===== config.mk =====
export PLATFORM = sky130hd
export DESIGN_NAME = uart_byte_rx_flat
export DESIGN_NICKNAME = d
export VERILOG_FILES = /design/src/rtl/uart_byte_rx_if.sv /design/src/rtl/uart_byte_rx.sv /design/src/flat_wrapper.sv
export SDC_FILE = /design/constraint.sdc
export NUM_CORES = 1
export LEC_CHECK = 0
export BUFFER_PORTS_ARGS = -buffer_cell sky130_fd_sc_hd__buf_2
export CAP_MARGIN = 30
export CORE_ASPECT_RATIO = 0.5
export CORE_MARGIN = 4
export CORE_UTILIZATION = 40
export CTS_BUF_LIST = sky130_fd_sc_hd__clkbuf_4 sky130_fd_sc_hd__clkbuf_8 sky130_fd_sc_hd__clkbuf_16
export CTS_CLUSTER_SIZE = 14
export DETAILED_ROUTE_END_ITERATION = 7
export GPL_TIMING_DRIVEN = 1
export SLEW_MARGIN = 20
export SYNTH_ARGS = -nofsm -noshare
export SYNTH_HDL_FRONTEND = slang
export SYNTH_SLANG_ARGS = --single-unit

===== constraint.sdc =====
create_clock -name Clk -period 2.57 [get_ports Clk]
set_input_delay 0.514 -clock Clk [delete_from_list [all_inputs] [get_ports Clk]]
set_output_delay 0.514 -clock Clk [all_outputs]
set_load 0.005 [all_outputs]

===== src/rtl/uart_byte_rx_if.sv =====
// uart_byte_rx_if: received-byte bus between uart_byte_rx and the byte consumer.
//   data_byte   last correctly received byte
//   Rx_Done     1-cycle pulse, data_byte updated with a good frame
//   Frame_Err   1-cycle pulse, stop bit sampled low
//   Parity_Err  1-cycle pulse, parity mismatch (0 unless UART_RX_PARITY_EN)
//   uart_state  high while a frame is being received
// master = receiver side (drives), slave = consumer side.
interface uart_byte_rx_if;
  logic [7:0] data_byte;
  logic       Rx_Done;
  logic       Frame_Err;
  logic       Parity_Err;
  logic       uart_state;

  modport master (output data_byte, Rx_Done, Frame_Err, Parity_Err, uart_state);
  modport slave  (input  data_byte, Rx_Done, Frame_Err, Parity_Err, uart_state);
endinterface


===== src/rtl/uart_byte_rx.sv =====
// uart_byte_rx: 8N1 UART receiver (optional parity), LSB first, idle-high line.
// 16x oversampling, 5-sample majority vote (samples 6..10), false-start
// rejection and stop-bit check. Baud table matches uart_byte_tx at 50 MHz.
// Optional feature macro: UART_RX_PARITY_EN (adds a parity bit after the data).
// Ports:
//   Clk       system clock, 50 MHz nominal
//   Rst_n     asynchronous active-low reset
//   baud_set  0:9600 1:19200 2:38400 3:57600 4:115200 5-7:9600
//   Rs232_Rx  serial input, asynchronous to Clk
//   bus       uart_byte_rx_if.master: data_byte, Rx_Done, Frame_Err,
//             Parity_Err, uart_state
// Parameters: SYNC_STAGES (2..4) synchroniser depth, PARITY_ODD (0 even, 1 odd).
//
// state  | meaning
// IDLE   | waiting for a falling edge on the synchronised line
// START  | validating the start bit, back to IDLE if it votes high
// DATA   | sampling 8 data bits, LSB first
// PARITY | sampling the parity bit (UART_RX_PARITY_EN only)
// STOP   | sampling the stop bit, report result at sample 10
module uart_byte_rx #(
  parameter int SYNC_STAGES = 2,
  parameter int PARITY_ODD  = 0
) (
  input  logic                  Clk,
  input  logic                  Rst_n,
  input  logic [2:0]            baud_set,
  input  logic                  Rs232_Rx,
  uart_byte_rx_if.master        bus
);

  if (SYNC_STAGES < 2 || SYNC_STAGES > 4 || PARITY_ODD < 0 || PARITY_ODD > 1) begin : g_bad_param
    $error("uart_byte_rx: illegal SYNC_STAGES or PARITY_ODD");
  end

`ifdef UART_RX_PARITY_EN
  typedef enum logic [2:0] {IDLE, START, DATA, STOP, PARITY} state_t;
`else
  typedef enum logic [2:0] {IDLE, START, DATA, STOP} state_t;
`endif

  function automatic logic [15:0] div_for(input logic [2:0] b);
    case (b)
      3'd1:    div_for = 16'd162;
      3'd2:    div_for = 16'd80;
      3'd3:    div_for = 16'd53;
      3'd4:    div_for = 16'd26;
      default: div_for = 16'd324;
    endcase
  endfunction

  state_t           state;
  logic [SYNC_STAGES-1:0] sync_q;
  logic             rx_s;
  logic             rx_prev;
  logic [2:0]       baud_q;
  logic [15:0]      div_cnt;
  logic [15:0]      div_val;
  logic [3:0]       samp_cnt;
  logic [2:0]       bit_cnt;
  logic [2:0]       ones_cnt;
  logic [2:0]       vote_sum;
  logic [7:0]       rx_shift;
  logic [7:0]       data_q;
  logic             done_q;
  logic             ferr_q;
  logic             busy_q;
  logic             tick;
  logic             vote;
  logic             in_window;
  logic             start_det;
`ifdef UART_RX_PARITY_EN
  logic             parity_q;
  logic             perr_q;
`endif

  // Line idles high, so the synchroniser resets to 1 to avoid a phantom start.
  always_ff @(posedge Clk or negedge Rst_n) begin
    if (!Rst_n) sync_q <= '1;
    else        sync_q <= {sync_q[SYNC_STAGES-2:0], Rs232_Rx};
  end

  assign rx_s = sync_q[SYNC_STAGES-1];

  always_comb begin
    div_val   = div_for(baud_q);
    tick      = (state != IDLE) && (div_cnt == div_val);
    vote_sum  = ones_cnt + {2'b00, rx_s};
    vote      = (vote_sum >= 3'd3);
    in_window = (samp_cnt >= 4'd6) && (samp_cnt <= 4'd10);
    start_det = rx_prev & ~rx_s;
  end

  always_ff @(posedge Clk or negedge Rst_n) begin
    if (!Rst_n) begin
      state    <= IDLE;
      rx_prev  <= 1'b1;
      baud_q   <= 3'd0;
      div_cnt  <= 16'd0;
      samp_cnt <= 4'd0;
      bit_cnt  <= 3'd0;
      ones_cnt <= 3'd0;
      rx_shift <= 8'd0;
      data_q   <= 8'd0;
      done_q   <= 1'b0;
      ferr_q   <= 1'b0;
      busy_q   <= 1'b0;
`ifdef UART_RX_PARITY_EN
      parity_q <= 1'b0;
      perr_q   <= 1'b0;
`endif
    end else begin
      rx_prev <= rx_s;
      done_q  <= 1'b0;
      ferr_q  <= 1'b0;
`ifdef UART_RX_PARITY_EN
      perr_q  <= 1'b0;
`endif

      if (state == IDLE || tick) div_cnt <= 16'd0;
      else                       div_cnt <= div_cnt + 16'd1;

      // Vote accumulator restarts at sample 6 of every bit.
      if (tick) begin
        samp_cnt <= samp_cnt + 4'd1;
        if (in_window)
          ones_cnt <= (samp_cnt == 4'd6) ? {2'b00, rx_s} : vote_sum;
      end

      case (state)
        IDLE: begin
          if (start_det) begin
            state    <= START;
            busy_q   <= 1'b1;
            baud_q   <= baud_set;
            samp_cnt <= 4'd0;
          end
        end
        START: begin
          if (tick && samp_cnt == 4'd10 && vote) begin
            state  <= IDLE;
            busy_q <= 1'b0;
          end else if (tick && samp_cnt == 4'd15) begin
            state   <= DATA;
            bit_cnt <= 3'd0;
          end
        end
        DATA: begin
          if (tick && samp_cnt == 4'd10) rx_shift <= {vote, rx_shift[7:1]};
          if (tick && samp_cnt == 4'd15) begin
            if (bit_cnt == 3'd7) begin
`ifdef UART_RX_PARITY_EN
              state <= PARITY;
`else
              state <= STOP;
`endif
            end else begin
              bit_cnt <= bit_cnt + 3'd1;
            end
          end
        end
`ifdef UART_RX_PARITY_EN
        PARITY: begin
          if (tick && samp_cnt == 4'd10) parity_q <= vote;
          if (tick && samp_cnt == 4'd15) state <= STOP;
        end
`endif
        STOP: begin
          // Leave at sample 10 so a back-to-back start edge is not missed.
          if (tick && samp_cnt == 4'd10) begin
            state  <= IDLE;
            busy_q <= 1'b0;
            if (!vote) begin
              ferr_q <= 1'b1;
`ifdef UART_RX_PARITY_EN
            end else if (parity_q != (^rx_shift ^ 1'(PARITY_ODD))) begin
              perr_q <= 1'b1;
`endif
            end else begin
              data_q <= rx_shift;
              done_q <= 1'b1;
            end
          end
        end
        default: state <= IDLE;
      endcase
    end
  end

  assign bus.data_byte  = data_q;
  assign bus.Rx_Done    = done_q;
  assign bus.Frame_Err  = ferr_q;
  assign bus.uart_state = busy_q;
`ifdef UART_RX_PARITY_EN
  assign bus.Parity_Err = perr_q;
`else
  assign bus.Parity_Err = 1'b0;
`endif

endmodule

===== src/flat_wrapper.sv =====
// flat-port wrapper written by rule: the top's interface ports become plain ports
module uart_byte_rx_flat 
#(
  parameter int SYNC_STAGES = 2,
  parameter int PARITY_ODD  = 0
)
  (Clk, Rst_n, baud_set, Rs232_Rx, bus_data_byte, bus_Rx_Done, bus_Frame_Err, bus_Parity_Err, bus_uart_state);
  uart_byte_rx_if bus_i ();
  input  logic Clk;
  input  logic Rst_n;
  input  logic [2:0] baud_set;
  input  logic Rs232_Rx;
  output wire logic [$bits(bus_i.data_byte)-1:0] bus_data_byte;
  output wire logic [$bits(bus_i.Rx_Done)-1:0] bus_Rx_Done;
  output wire logic [$bits(bus_i.Frame_Err)-1:0] bus_Frame_Err;
  output wire logic [$bits(bus_i.Parity_Err)-1:0] bus_Parity_Err;
  output wire logic [$bits(bus_i.uart_state)-1:0] bus_uart_state;
  assign bus_data_byte = bus_i.data_byte;
  assign bus_Rx_Done = bus_i.Rx_Done;
  assign bus_Frame_Err = bus_i.Frame_Err;
  assign bus_Parity_Err = bus_i.Parity_Err;
  assign bus_uart_state = bus_i.uart_state;
  uart_byte_rx #(.SYNC_STAGES(SYNC_STAGES), .PARITY_ODD(PARITY_ODD)) u_core (.Clk(Clk), .Rst_n(Rst_n), .baud_set(baud_set), .Rs232_Rx(Rs232_Rx), .bus(bus_i));
endmodule

; Word-level counts from Yosys, hierarchy flattened
; Index checks and enable logic that the tools add are counted.
[word_totals]
ff_bits = 54
out_inout_bits = 12
word_cells = 88
in_bits = 6
[classes]
addsub = 4
n_lt_le_gt_ge = 3
reduce_logical = 17
n_eq_ne = 21
n_bitwise = 2
mux = 28
[op_table]
columns = operator, n
row1 = 9-bit case mux with 4 select lines, 1
row2 = 3-bit two-way mux, 11
row3 = 16-bit by 1-bit adder with 16-bit output (second input constant), 1
row4 = 16-bit by 9-bit == test with 1-bit output, 1
row5 = 16-bit two-way mux, 1
row6 = 3-bit by 2-bit == test with 1-bit output (second input constant), 4
row7 = 4-bit two-way mux, 3
row8 = 2-bit by 1-bit != test with 1-bit output (second input constant), 6
row9 = 3-bit case mux with 4 select lines, 1
row10 = 5-bit AND reduction, 2
row11 = 1-bit two-way mux, 9
row12 = 4-bit == test (second input constant), 2
row13 = 3-bit by 1-bit == test with 1-bit output (second input constant), 2
row14 = 3-bit == test (second input constant), 2
row15 = 3-bit case mux with 2 select lines, 1
row16 = 2-bit AND reduction, 3
row17 = 3-bit nonzero test, 2
row18 = 1-bit logical AND, 5
row19 = 4-bit by 1-bit adder with 4-bit output (second input constant), 1
row20 = 4-bit by 3-bit == test with 1-bit output (second input constant), 1
row21 = 4-bit by 3-bit >= comparator with 1-bit output (second input constant), 1
row22 = 4-bit <= comparator (second input constant), 1
row23 = 2-bit != test (second input constant), 2
row24 = 4-bit AND reduction, 1
row25 = other kinds (11), 11

; Logic depth before layout (Yosys ltp)
; Gate-level depths: netlist of run 1.
[depth]
depth_word = 8
depth_mapped = 8
depth_no_buf = 8

; Worst setup path before layout of run 1
; Ideal clock, no wire load.
[synth_path]
path_kind = reg-to-reg
start = reg u_core.baud_q[0]
end = reg u_core.rx_shift[0]
required_ns = 2.445
arrival_ns = 2.297
setup_time_ns = 0.125
setup_slack_ns = 0.148
period_less_slack_ns = 2.422
path_buffers = 1
path_stages_with_launch = 8
cell_sequence = dfrtp_1 > buf_4 > or3b_1 > o31a_1 > a21oi_1 > nand3_1 > nor4_4 > mux2_2
[synth_between]
elab_chain_cells = 6
elab_cells_between_ends = 9
classes_between = 5 x eq/ne / 1 x mux / 3 x reduce/logical
[synth_rtl]
columns = element, line_no
row1 = start: declaration, uart_byte_rx.sv:55  ; logic [2:0] baud_q;
row2 = start signal: assignment, uart_byte_rx.sv:134  ; baud_q <= baud_set;
row3 = 3-bit == test (tied with other cells), uart_byte_rx.sv:42  ; case (b)
row4 = 9-bit case mux with 4 select lines (*), uart_byte_rx.sv:42
row5 = 16-bit by 9-bit == test with 1-bit output (*), uart_byte_rx.sv:86  ; tick = (state != IDLE) && (div_cnt == div_val);
row6 = 1-bit logical AND (*), uart_byte_rx.sv:86
row7 = 1-bit logical AND (*), uart_byte_rx.sv:148  ; if (tick && samp_cnt == 4'd10) rx_shift <= {vote, rx_shift[7:1]};
row8 = 2-bit AND reduction (no line) (*), --
row9 = end signal: assignment, uart_byte_rx.sv:148
row10 = end: declaration, uart_byte_rx.sv:62  ; logic [7:0] rx_shift;
; Every way passes the cells marked *; elsewhere a longest branch is shown, timed or not.
; A chain may end at the register's enable or synchronous reset.

; Worst setup path in the final report of run 1
[layout_path]
start = reg u_core.baud_q[1]
end = reg u_core.data_q[0], in the netlist u_core.bus.data_byte[0]
[layout_between]
elab_chain_cells = 6
elab_cells_between_ends = 9
classes_between = 5 x eq/ne / 1 x mux / 3 x reduce/logical
[layout_rtl]
columns = element, line_no
row1 = 3-bit == test (tied with other cells), uart_byte_rx.sv:42
row2 = 9-bit case mux with 4 select lines (*), uart_byte_rx.sv:42
row3 = 16-bit by 9-bit == test with 1-bit output (*), uart_byte_rx.sv:86
row4 = 1-bit logical AND (*), uart_byte_rx.sv:86
row5 = 1-bit logical AND (*), uart_byte_rx.sv:169  ; if (tick && samp_cnt == 4'd10) begin
row6 = 3-bit AND reduction (no line) (*), --
row7 = end signal: assignment, uart_byte_rx.sv:179  ; data_q <= rx_shift;
row8 = end: declaration, uart_byte_rx.sv:63  ; logic [7:0] data_q;
; Marks and branches as above.

==> metrics.md, run 1 <==
| Metric | Value |
|---|---|
| Worst-path fanout max | `8` |
| Final Cycle Share | `0.971` |
| Post-Syn Nets | `265` |
| Period minus WS final | `2500 ps` |
| P_leak | `1.51 nW` |
| Power Dens Cells | `813 nW/µm²` |
| Pin count of the biggest net entering global routing | `54` |
| Routed wire per std cell | `14.5 µm` |
| #FFs+latches synth | `53` |
| MaxCap Viol Count | `0` |
| Setup ws final | `73.6 ps` |
| Layout Skew | `4.67 ps` |
| Num CTS Buffers | `5` |
| DIE WIDTH | `125 µm` |
| Synthesized area | `2760 µm²` |
| Total Wirelength | `5450 µm` |
| CTS tree | `built` |
| Top post-synthesis cells by area | `dfrtp_1, mux2_2, mux2_4` |
| Vias | `1933` |
| Height of the chip | `66.7 µm` |
| Final setup violation count | `0` |
| Clock tree buffer depth | `2` |
| Root Buffer | `clkbuf_16` |
| Synth Area per Inst | `10.9 µm²` |
| Hold WC Path Type | `in -> reg` |
| Grt ovf | `0` |
| # rows | `21` |
| H-tree Lvls | `2` |
| Dpl hpwl | `3810 µm` |
| Pre-CTS worst setup slack | `-25.8 ps` |
| Ant. Diodes | `0` |
| Unique masters post-synth | `53` |
| Area leader, netlist | `dfrtp_1` |
| Clock transition at path regs | `70 ps` |
| Remaining antenna violation count | `0` |
| Fin. Hold Viols | `0` |
| Top FF cell, synth | `dfrtp_1` |
| Share of layout cells above drive strength 1 | `0.290` |
| Num Clock Sinks | `53` |
| Setup CP Type | `reg -> reg` |
| Core Area | `6700 µm²` |
| Async S/R FF share, synth | `1.00` |
| Worst VDD drop | `289 µV` |
| Ports | `18` |
| Drt pass-1 iters | `4` |
| Post-synth top area share | `0.454` |
| Final GP Congestion | `0.883` |
| FMAX | `0.401 GHz` |
| Dpl cells | `362` |
| Overall Power | `2.62 mW` |
| Finished Layout Cells | `375` |
| Clock Latency Late Sink | `300 ps` |
| Total GRT Usage | `0.141` |
| Yosys warnings | `0` |
| Post-synthesis sequential area ratio | `0.482` |
| Slew Viols, Final | `0` |
| Least-Margin Pin Slew | `690 ps` |
| Outcome | `complete, no violations` |
| Area growth, synth to finish | `16.8%` |
| Nets@finish | `295` |
| Crit end category | `flop` |
| Initial core utilization | `0.412` |
| Vias per cell | `5.15` |
| Reg-to-reg slack, setup | `70 ps` |
| Remaining DRCs | `0` |
| Die ar. | `8370 µm²` |
| Worst Path Required | `2750 ps` |
| Slew HR | `0.538` |
| Number of synthesized flops with an enable pin | `0` |
| First-pass GRT wire length | `9350 µm` |
| DRT iter0 DRCs | `106` |
| CP Data Arrival Time | `2680 ps` |
| Vias in the first global route | `1920` |
| Startpoint Class | `flop` |
| Port bufs | `16` |
| Mapped Cells | `252` |
| Initial antenna violation count | `0` |
[metal layers]
metal | global-route usage | up-vias | routed length (µm)
li1 | - | 960 | -
met1 | 0.186 | 948 | 2790
met2 | 0.224 | 18 | 2430
met3 | 0.0368 | 7 | 142
met4 | 0.0541 | 0 | 82
met5 | 0 | - | 0
[Yosys cell counts, types with 2 or more instances]
master	n
nand2_1	13
nand3_1	10
o31a_1	2
nand4_1	4
xnor2_1	10
a211oi_1	2
and3_1	5
xor2_1	8
and3b_1	2
nor3_1	4
dfstp_2	3
or3_1	7
nor2b_1	2
nor2_1	24
inv_1	7
ha_1	7
nor4b_1	3
nand3b_1	2
or2_2	3
mux2_2	14
a22o_1	3
dfrtp_1	50
or3b_2	2
nand2b_1	2
nor4_1	3
buf_2	4
buf_4	2
o211ai_1	2
or4_1	2
nor3b_1	3
mux2_4	8
clkbuf_1	4
o21ai_0	9
a21oi_1	7
[critical path: stages, from the launching register on]
cell and delay, ps:
dfrtp_2 430, or3b_1 410, o31a_1 280, a221oi_2 220, nand3_2 150, or3_1 380, buf_4 200, mux2_4 310
[power breakdown]
part	switching (mW)	total, mW	internal [mW]
clock	0.305	0.693	0.388
combinational	0.415	0.861	0.447
sequential	0.140	1.07	0.926
[path summary, 6_finish.rpt]
check / startpoint / end / cells after the start
setup / recovery: u_core.baud_q[1] / u_core.bus.data_byte[0] / 7
hold / removal: Rs232_Rx / u_core.sync_q[0] / 1
setup reg to reg: u_core.baud_q[1] / u_core.bus.data_byte[0] / 7
hold reg to reg: u_core.sync_q[0] / u_core.sync_q[1] / 0
max in group asynchronous: Rst_n / u_core.baud_q[1] / 2
min in group asynchronous: Rst_n / u_core.bus.Frame_Err / 2
[layout by cell type, fill, tap and decap left out, drive strengths merged, types with 3 or more instances in the layout]
cell,instances
nor2,24
o21ai,10
clkbuf,7
or3,7
dfrtp,50
and3,5
ha,7
a21oi,7
nor3b,3
mux2,22
nor4,4
nand4,4
inv,7
nor3,4
nand3,10
nor4b,3
xnor2,10
a22o,3
buf,33
or2,3
or3b,3
xor2,8
dfstp,3
nand2,13
[what timing repair did]
item | in CTS | in global routing
setup endpoints to repair | 8 | 19
gates resized for setup | 2 | 6
setup buffers | 0 | 5
hold buffers | 0 | 0
pin swaps | 0 | 1
[flip-flops by register name (all words and copies together), names as in the netlist]
name,cells
u_core.state,2
u_core.samp_cnt,4
u_core.ones_cnt,3
u_core.bus.Frame_Err,1
u_core.rx_prev,1
u_core.bit_cnt,3
u_core.bus.Rx_Done,1
u_core.baud_q,3
u_core.sync_q,2
u_core.bus.uart_state,1
u_core.bus.data_byte,8
u_core.rx_shift,8
u_core.div_cnt,16
[layout make-up]
class | instances | area [µm²]
clock buffers | 6 | 139
multi-input cells | 181 | 1370
flip-flops and latches | 53 | 1330
well taps | 92 | 115
fillers | 588 | 3480
repair buffers | 34 | 225
inverters | 7 | 26.3
clock inverters | 2 | 13.8
[cell families (layout without fill, tap and decap cells)]
family,Yosys count,after routing,synth area share
buf+inv,18,49,0.0317
simple gates,97,97,0.200
mux,23,23,0.104
xor+xnor,19,19,0.0658
compound gates,34,34,0.0834
flops,53,53,0.482
other cells,1,1,0.00136
fa+ha+maj,7,7,0.0317
[metrics by stage]
step	TNS, ps	hold slack, ps	area (µm²)	utilization
after floorplan	0	218	2760	-
after global placement	0	346	2990	0.446
after detailed placement	-186	351	2990	0.446
after CTS	0	301	3150	0.469
after global routing	-86.1	297	3220	0.481
final	0	311	3220	0.481
No activity file was read; power rests on OpenSTA's default activity.
==> run 2: changes to the inputs <==
ABC_CLOCK_PERIOD_IN_PS = 2570   (was unset)
PLACE_DENSITY = 0.61   (was unset)
==> metrics.md, run 2 (synthesized netlist as in run 1, its figures left out) <==
| Metric | Value |
|---|---|
| Nets@finish | `295` |
| Commonest non-fill, non-tap cell in the layout | `dfrtp_1` |
| Total GRT Usage | `0.140` |
| Outcome | `complete, no violations` |
| Critical path's top delay family | `simple AND/OR/NAND/NOR gates` |
| Clock transition at path regs | `70 ps` |
| CP Data Arrival Time | `2670 ps` |
| Share of layout cells above drive strength 1 | `0.293` |
| Least-Margin Pin Slew | `705 ps` |
| CP bufs+invs | `1` |
| Height of the chip | `66.7 µm` |
| Post-route cell area | `3240 µm²` |
| Register with the most flip-flops | `u_core.div_cnt` |
| Ports | `18` |
| Pre-CTS worst setup slack | `5.11 ps` |
| Startpoint Class | `flop` |
| Ant. Diodes | `0` |
| Vias per cell | `5.21` |
| Routed wire per std cell | `14.3 µm` |
| Drt pass-1 iters | `4` |
| Most frequent cells in the layout | `dfrtp_1, nor2_1, buf_4` |
| Slowest CP cell | `dfrtp_2` |
| FMAX | `0.401 GHz` |
| Setup CP Type | `reg -> reg` |
| Register Area | `1330 µm²` |
| Setup crit start | `u_core.baud_q[0]` |
| CTS tree | `built` |
| Vias in the first global route | `1972` |
| Final Cycle Share | `0.970` |
| # rows | `21` |
| Sum Neg Setup Slack | `0 ps` |
| Worst VDD drop | `275 µV` |
| Initial antenna violation count | `0` |
| Area post-placement | `3020 µm²` |
| Final setup violation count | `0` |
| Num Clock Sinks | `53` |
| Root Buffer | `clkbuf_16` |
| Grt ovf | `0` |
| Largest register FFs | `16` |
| P_leak | `1.51 nW` |
| Remaining antenna violation count | `0` |
| Remaining DRCs | `0` |
| Port bufs | `16` |
| H-tree Lvls | `2` |
| Worst-path fanout max | `8` |
| Max incr delay on CP | `460 ps` |
| DIE WIDTH | `125 µm` |
| RSZ-0062 raised after global routing | `no` |
| Setup crit end | `u_core.bus.data_byte[3]` |
| Die ar. | `8370 µm²` |
| First-pass GRT wire length | `9450 µm` |
| Stages on worst setup path | `7` |
| Area of the multi-input gates | `1380 µm²` |
| Layout Skew | `8.53 ps` |
| Num CTS Buffers | `5` |
| Final GP Congestion | `0.849` |
| Reg-to-reg slack, setup | `80 ps` |
| DRT iter0 DRCs | `121` |
| Fillers | `602` |
| Vias | `1953` |
| Setup ws final | `76.0 ps` |
| Core Area | `6700 µm²` |
| Total Wirelength | `5360 µm` |
| Area growth, synth to finish | `17.3%` |
| Period minus WS final | `2490 ps` |
| Slew Viols, Final | `0` |
| Slew HR | `0.528` |
| R2r worst-path depth | `7` |
| Power Dens Cells | `830 nW/µm²` |
| Crit end category | `flop` |
| Pin count of the biggest net entering global routing | `54` |
| CP Cell Sequence | `or3b_4, o31a_1, a221oi_2, nand3_2, or3_1, buf_4, mux2_4` |
| Initial core utilization | `0.412` |
| R2r endpoint | `u_core.bus.data_byte[3]` |
| Worst Path Required | `2750 ps` |
| Hold WC Path Type | `in -> reg` |
| Fin. Hold Viols | `0` |
| Worst reg2reg path startpoint | `u_core.baud_q[0]` |
| Clock Latency Late Sink | `290 ps` |
| MaxCap Viol Count | `0` |
| Clock tree buffer depth | `2` |
| Dpl hpwl | `3790 µm` |
-- run 2: timing repair --
item	CTS	global route
hold buffers	0	0
setup buffers	0	1
gates resized for setup	1	8
endpoints found under the hold margin	0	0
pin swaps	0	2
endpoints found under the setup margin	8	11
-- run 2: worst register-to-register path, stage by stage (launching register included) --
cell,delay [ps]
dfrtp_2,460
or3b_4,390
o31a_1,270
a221oi_2,220
nand3_2,140
or3_1,400
buf_4,200
mux2_4,310
-- run 2: routing by layer --
metal,vias to the layer above,track usage,share of wire
li1,957,-,-
met1,961,0.189,0.51
met2,30,0.224,0.45
met3,5,0.0376,0.035
met4,0,0.0351,0.0067
met5,-,0,0
-- run 2: layout make-up --
type | count | area share
multi-input combinational | 181 | 0.425
clock inverter | 3 | 0.0143
sequential | 53 | 0.412
clock buffer | 5 | 0.0387
inverter | 7 | 0.00812
tap | 92 | 0.0356
timing repair buffer | 34 | 0.0665
-- run 2: power by group --
part	leakage, nW	internal, mW	switching [mW]
logic	0.724	0.434	0.424
clock network	0.0800	0.461	0.310
registers	0.706	0.924	0.132
-- run 2: worst min-delay path by stage --
| stage | from | to | cells past startpoint |
|---|---|---|---|
| 2_1_floorplan | Rst_n | u_core.baud_q[0] | 0 |
| 3_3_place_gp | u_core.sync_q[0] | u_core.sync_q[1] | 0 |
| 3_5_place_dp | u_core.sync_q[0] | u_core.sync_q[1] | 0 |
| 4_1_cts | Rs232_Rx | u_core.sync_q[0] | 1 |
| 5_1_grt | Rs232_Rx | u_core.sync_q[0] | 1 |
| 6_report | Rs232_Rx | u_core.sync_q[0] | 1 |
-- run 2: through the flow --
| step | cells | hold WS [ps] | utilization | total power, mW |
|---|---|---|---|---|
| 2_1_floorplan | 252 | 218 | - | 1.60 |
| 3_3_place_gp | 366 | 346 | 0.451 | 1.82 |
| 3_5_place_dp | 366 | 350 | 0.451 | 1.84 |
| 4_1_cts | 374 | 305 | 0.477 | 2.64 |
| 5_1_grt | 375 | 311 | 0.483 | 2.84 |
| 6_report | 375 | 314 | 0.483 | 2.69 |
==> run 3: changes to the inputs <==
--- a/config.mk
+++ b/config.mk
@@ -7,2 +7,3 @@
 export LEC_CHECK = 0
+export ABC_AREA = 1
 export ABC_CLOCK_PERIOD_IN_PS = 2570
==> constraint.sdc (replaced) <==
create_clock -name Clk -period 2.57 [get_ports Clk]
set_input_delay 0.1285 -clock Clk [delete_from_list [all_inputs] [get_ports Clk]]
set_output_delay 0.1285 -clock Clk [all_outputs]
set_load 0.005 [all_outputs]
==> metrics.md, run 3 <==
| Metric | Value |
|---|---|
| Outcome | `complete, no violations` |
| Worst VDD drop | `301 µV` |
| Most frequent cells in the layout | `nand2_1, inv_1, dfrtp_1` |
| #FFs+latches synth | `53` |
| Grt ovf | `0` |
| R2r endpoint | `u_core.div_cnt[14]` |
| CP bufs+invs | `0` |
| Post-synthesis sequential area ratio | `0.475` |
| Vias in the first global route | `2159` |
| Reg-to-reg slack, setup | `460 ps` |
| Max incr delay on CP | `410 ps` |
| FMAX | `0.474 GHz` |
| Slew Viols, Final | `0` |
| R2r worst-path depth | `9` |
| Core Area | `6730 µm²` |
| Metal2 WL | `2440 µm` |
| Worst reg2reg path startpoint | `u_core.div_cnt[0]` |
| CP Cell Sequence | `ha_1, nand3_1, nor4_1, nand2_1, nor2_1, nand3_1, nor3_1, xnor2_1, nor2_1` |
| Register share of total power | `0.397` |
| MaxCap Viol Count | `0` |
| Remaining DRCs | `0` |
| Total Wirelength | `5390 µm` |
| Mapped Cells | `346` |
| Final GP Congestion | `0.884` |
| Commonest non-fill, non-tap cell in the layout | `nand2_1` |
| Worst Path Required | `2730 ps` |
| Top post-synthesis cells by count | `nand2_1, inv_1, dfrtp_1, nor2_1, nand3_1` |
| Mux share of post-synthesis cell area | `0.00357` |
| Startpoint Class | `flop` |
| Crit end category | `flop` |
| Ant. Diodes | `0` |
| Remaining antenna violation count | `0` |
| Vias | `2196` |
| Synth Area per Inst | `8.09 µm²` |
| First-pass GRT wire length | `9620 µm` |
| Layout Skew | `4.25 ps` |
| Logic pwr share | `0.307` |
| Pin count of the biggest net entering global routing | `33` |
| Dpl hpwl | `3900 µm` |
| Post-Syn Nets | `359` |
| Post-synth top area share | `0.447` |
| Top FF cell, synth | `dfrtp_1` |
| Stages on worst setup path | `9` |
| DRT met1 WL | `2740 µm` |
| Met3 wire len | `148 µm` |
| Psw | `0.947 mW` |
| Clock tree buffer depth | `2` |
| Worst Hold Slack | `48.4 ps` |
| Setup crit start | `u_core.div_cnt[0]` |
| # rows | `21` |
| Root Buffer | `clkbuf_16` |
| Slew HR | `0.644` |
| Post-CTS Resized | `0` |
| Least-Margin Pin Slew | `532 ps` |
| Area leader, netlist | `dfrtp_1` |
| Port bufs | `16` |
| Final Cycle Share | `0.821` |
| Power Dens Cells | `816 nW/µm²` |
| Die ar. | `8480 µm²` |
| Fin. Hold Viols | `0` |
| Num Clock Sinks | `53` |
| Yosys warnings | `0` |
| Routed wire per std cell | `11.7 µm` |
| P_leak | `1.62 nW` |
| Async S/R FF share, synth | `1.00` |
| Largest family of logic cells by synthesized area | `simple AND/OR/NAND/NOR gates` |
| Setup CP Type | `reg -> reg` |
| Most instantiated library cell after synthesis | `nand2_1` |
| Number of synthesized flops with an enable pin | `0` |
| Adder-cell share of the synthesized area | `0.0313` |
| RSZ-0062 raised after global routing | `no` |
| Num CTS Buffers | `5` |
| Pint | `1.64 mW` |
| DRT iter0 DRCs | `109` |
| H-tree Lvls | `2` |
| Synthesized area | `2800 µm²` |
| Final setup violation count | `0` |
| Vias per cell | `4.75` |
| Post-synthesis compound-gate area fraction | `0.103` |
| Unique masters post-synth | `36` |
| Setup Buffers After CTS | `0` |
| Total GRT Usage | `0.140` |
| Initial core utilization | `0.416` |
| Switching share of total power | `0.367` |
| Area growth, synth to finish | `13.0%` |
| CP Data Arrival Time | `2270 ps` |
| Height of the chip | `67.2 µm` |
| Setup crit end | `u_core.div_cnt[14]` |
| CTS tree | `built` |
| Nets@finish | `382` |
| Sum Neg Setup Slack | `0 ps` |
| Period minus WS final | `2110 ps` |
| Clock Latency Late Sink | `290 ps` |
| DIE WIDTH | `126 µm` |
| Hold WC Path Type | `in -> reg` |
| Ports | `18` |
| Clk network pwr share | `0.296` |
| Top routing layer in use | `met4` |
| Slowest CP cell | `dfrtp_1` |
| Simple-gate share of the synthesized area | `0.284` |
| Top post-synthesis cells by area | `dfrtp_1, nand2_1, inv_1` |
| Critical path's top delay family | `simple AND/OR/NAND/NOR gates` |
| Initial antenna violation count | `0` |
| Fillers | `659` |
| Largest register FFs | `16` |
| Register with the most flip-flops | `u_core.div_cnt` |
| Share of layout cells above drive strength 1 | `0.149` |
| Worst-path fanout max | `4` |
| Clock transition at path regs | `70 ps` |
| Drt pass-1 iters | `4` |
| Synth Area in XOR/XNOR | `0.0156` |
## run 3: timing repair
item / CTS / global route
endpoints found under the setup margin: 0 / 0
hold buffers: 2 / 0
endpoints found under the hold margin: 22 / 0
## run 3: power by group through the flow
stage,combinational [mW],sequential (mW),clock (mW)
floorplan,0.634,1.02,0
global placement,0.779,1.04,0
detailed placement,0.794,1.04,0
CTS,0.799,1.02,0.786
global route,0.934,1.04,0.827
finish,0.794,1.02,0.764
## run 3: how the worst min path moves through the flow
stage / start / cells past startpoint / to / slack, ps
after CTS: baud_set[2] / 3 / u_core.baud_q[2] / 50
after detailed placement: Rst_n / 1 / u_core.div_cnt[0] / 140
after floorplan: Rst_n / 0 / u_core.baud_q[0] / -170
final: baud_set[2] / 3 / u_core.baud_q[2] / 50
after global placement: Rst_n / 1 / u_core.div_cnt[0] / 130
after global routing: baud_set[0] / 3 / u_core.baud_q[0] / 70
## run 3: metal layers
metal  vias to the layer above  global-route usage
met2                        32               0.239
met1                      1009               0.181
met5                         -                   0
met4                         0              0.0428
met3                         5              0.0308
li1                       1150                   -
## run 3: layout make-up
| cell class | count | area, µm² | share of cell area |
|---|---|---|---|
| clock buffers | 5 | 125 | 0.0395 |
| inverters | 55 | 206 | 0.0652 |
| clock inverters | 3 | 43.8 | 0.0138 |
| repair buffers | 20 | 115 | 0.0364 |
| multi-input cells | 234 | 1230 | 0.388 |
| flip-flops and latches | 53 | 1330 | 0.420 |
| well taps | 92 | 115 | 0.0364 |
## run 3: stage by stage
stage | instances | instance area (µm²) | worst slack [ps] | util | total power, mW
6_report | 462 | 3160 | 461 | 0.470 | 2.58
5_1_grt | 462 | 3160 | 197 | 0.470 | 2.80
4_1_cts | 462 | 3160 | 444 | 0.470 | 2.61
3_5_place_dp | 452 | 2980 | 463 | 0.442 | 1.83
3_3_place_gp | 452 | 2980 | 499 | 0.442 | 1.81
2_1_floorplan | 346 | 2800 | 742 | - | 1.65
## run 3: tightest hold or removal path, cell delays in order
cell	delay (ps)
buf_2	70
nand2_1	40
o21ai_0	60
## run 3: logic make-up (layout without fill, tap and decap cells)
kind of cell / after synthesis / in the layout
other cells: 1 / 1
flops: 53 / 53
fa+ha+maj: 7 / 7
compound gates: 46 / 46
buf+inv: 59 / 83
simple gates: 174 / 174
xor+xnor: 5 / 5
mux: 1 / 1
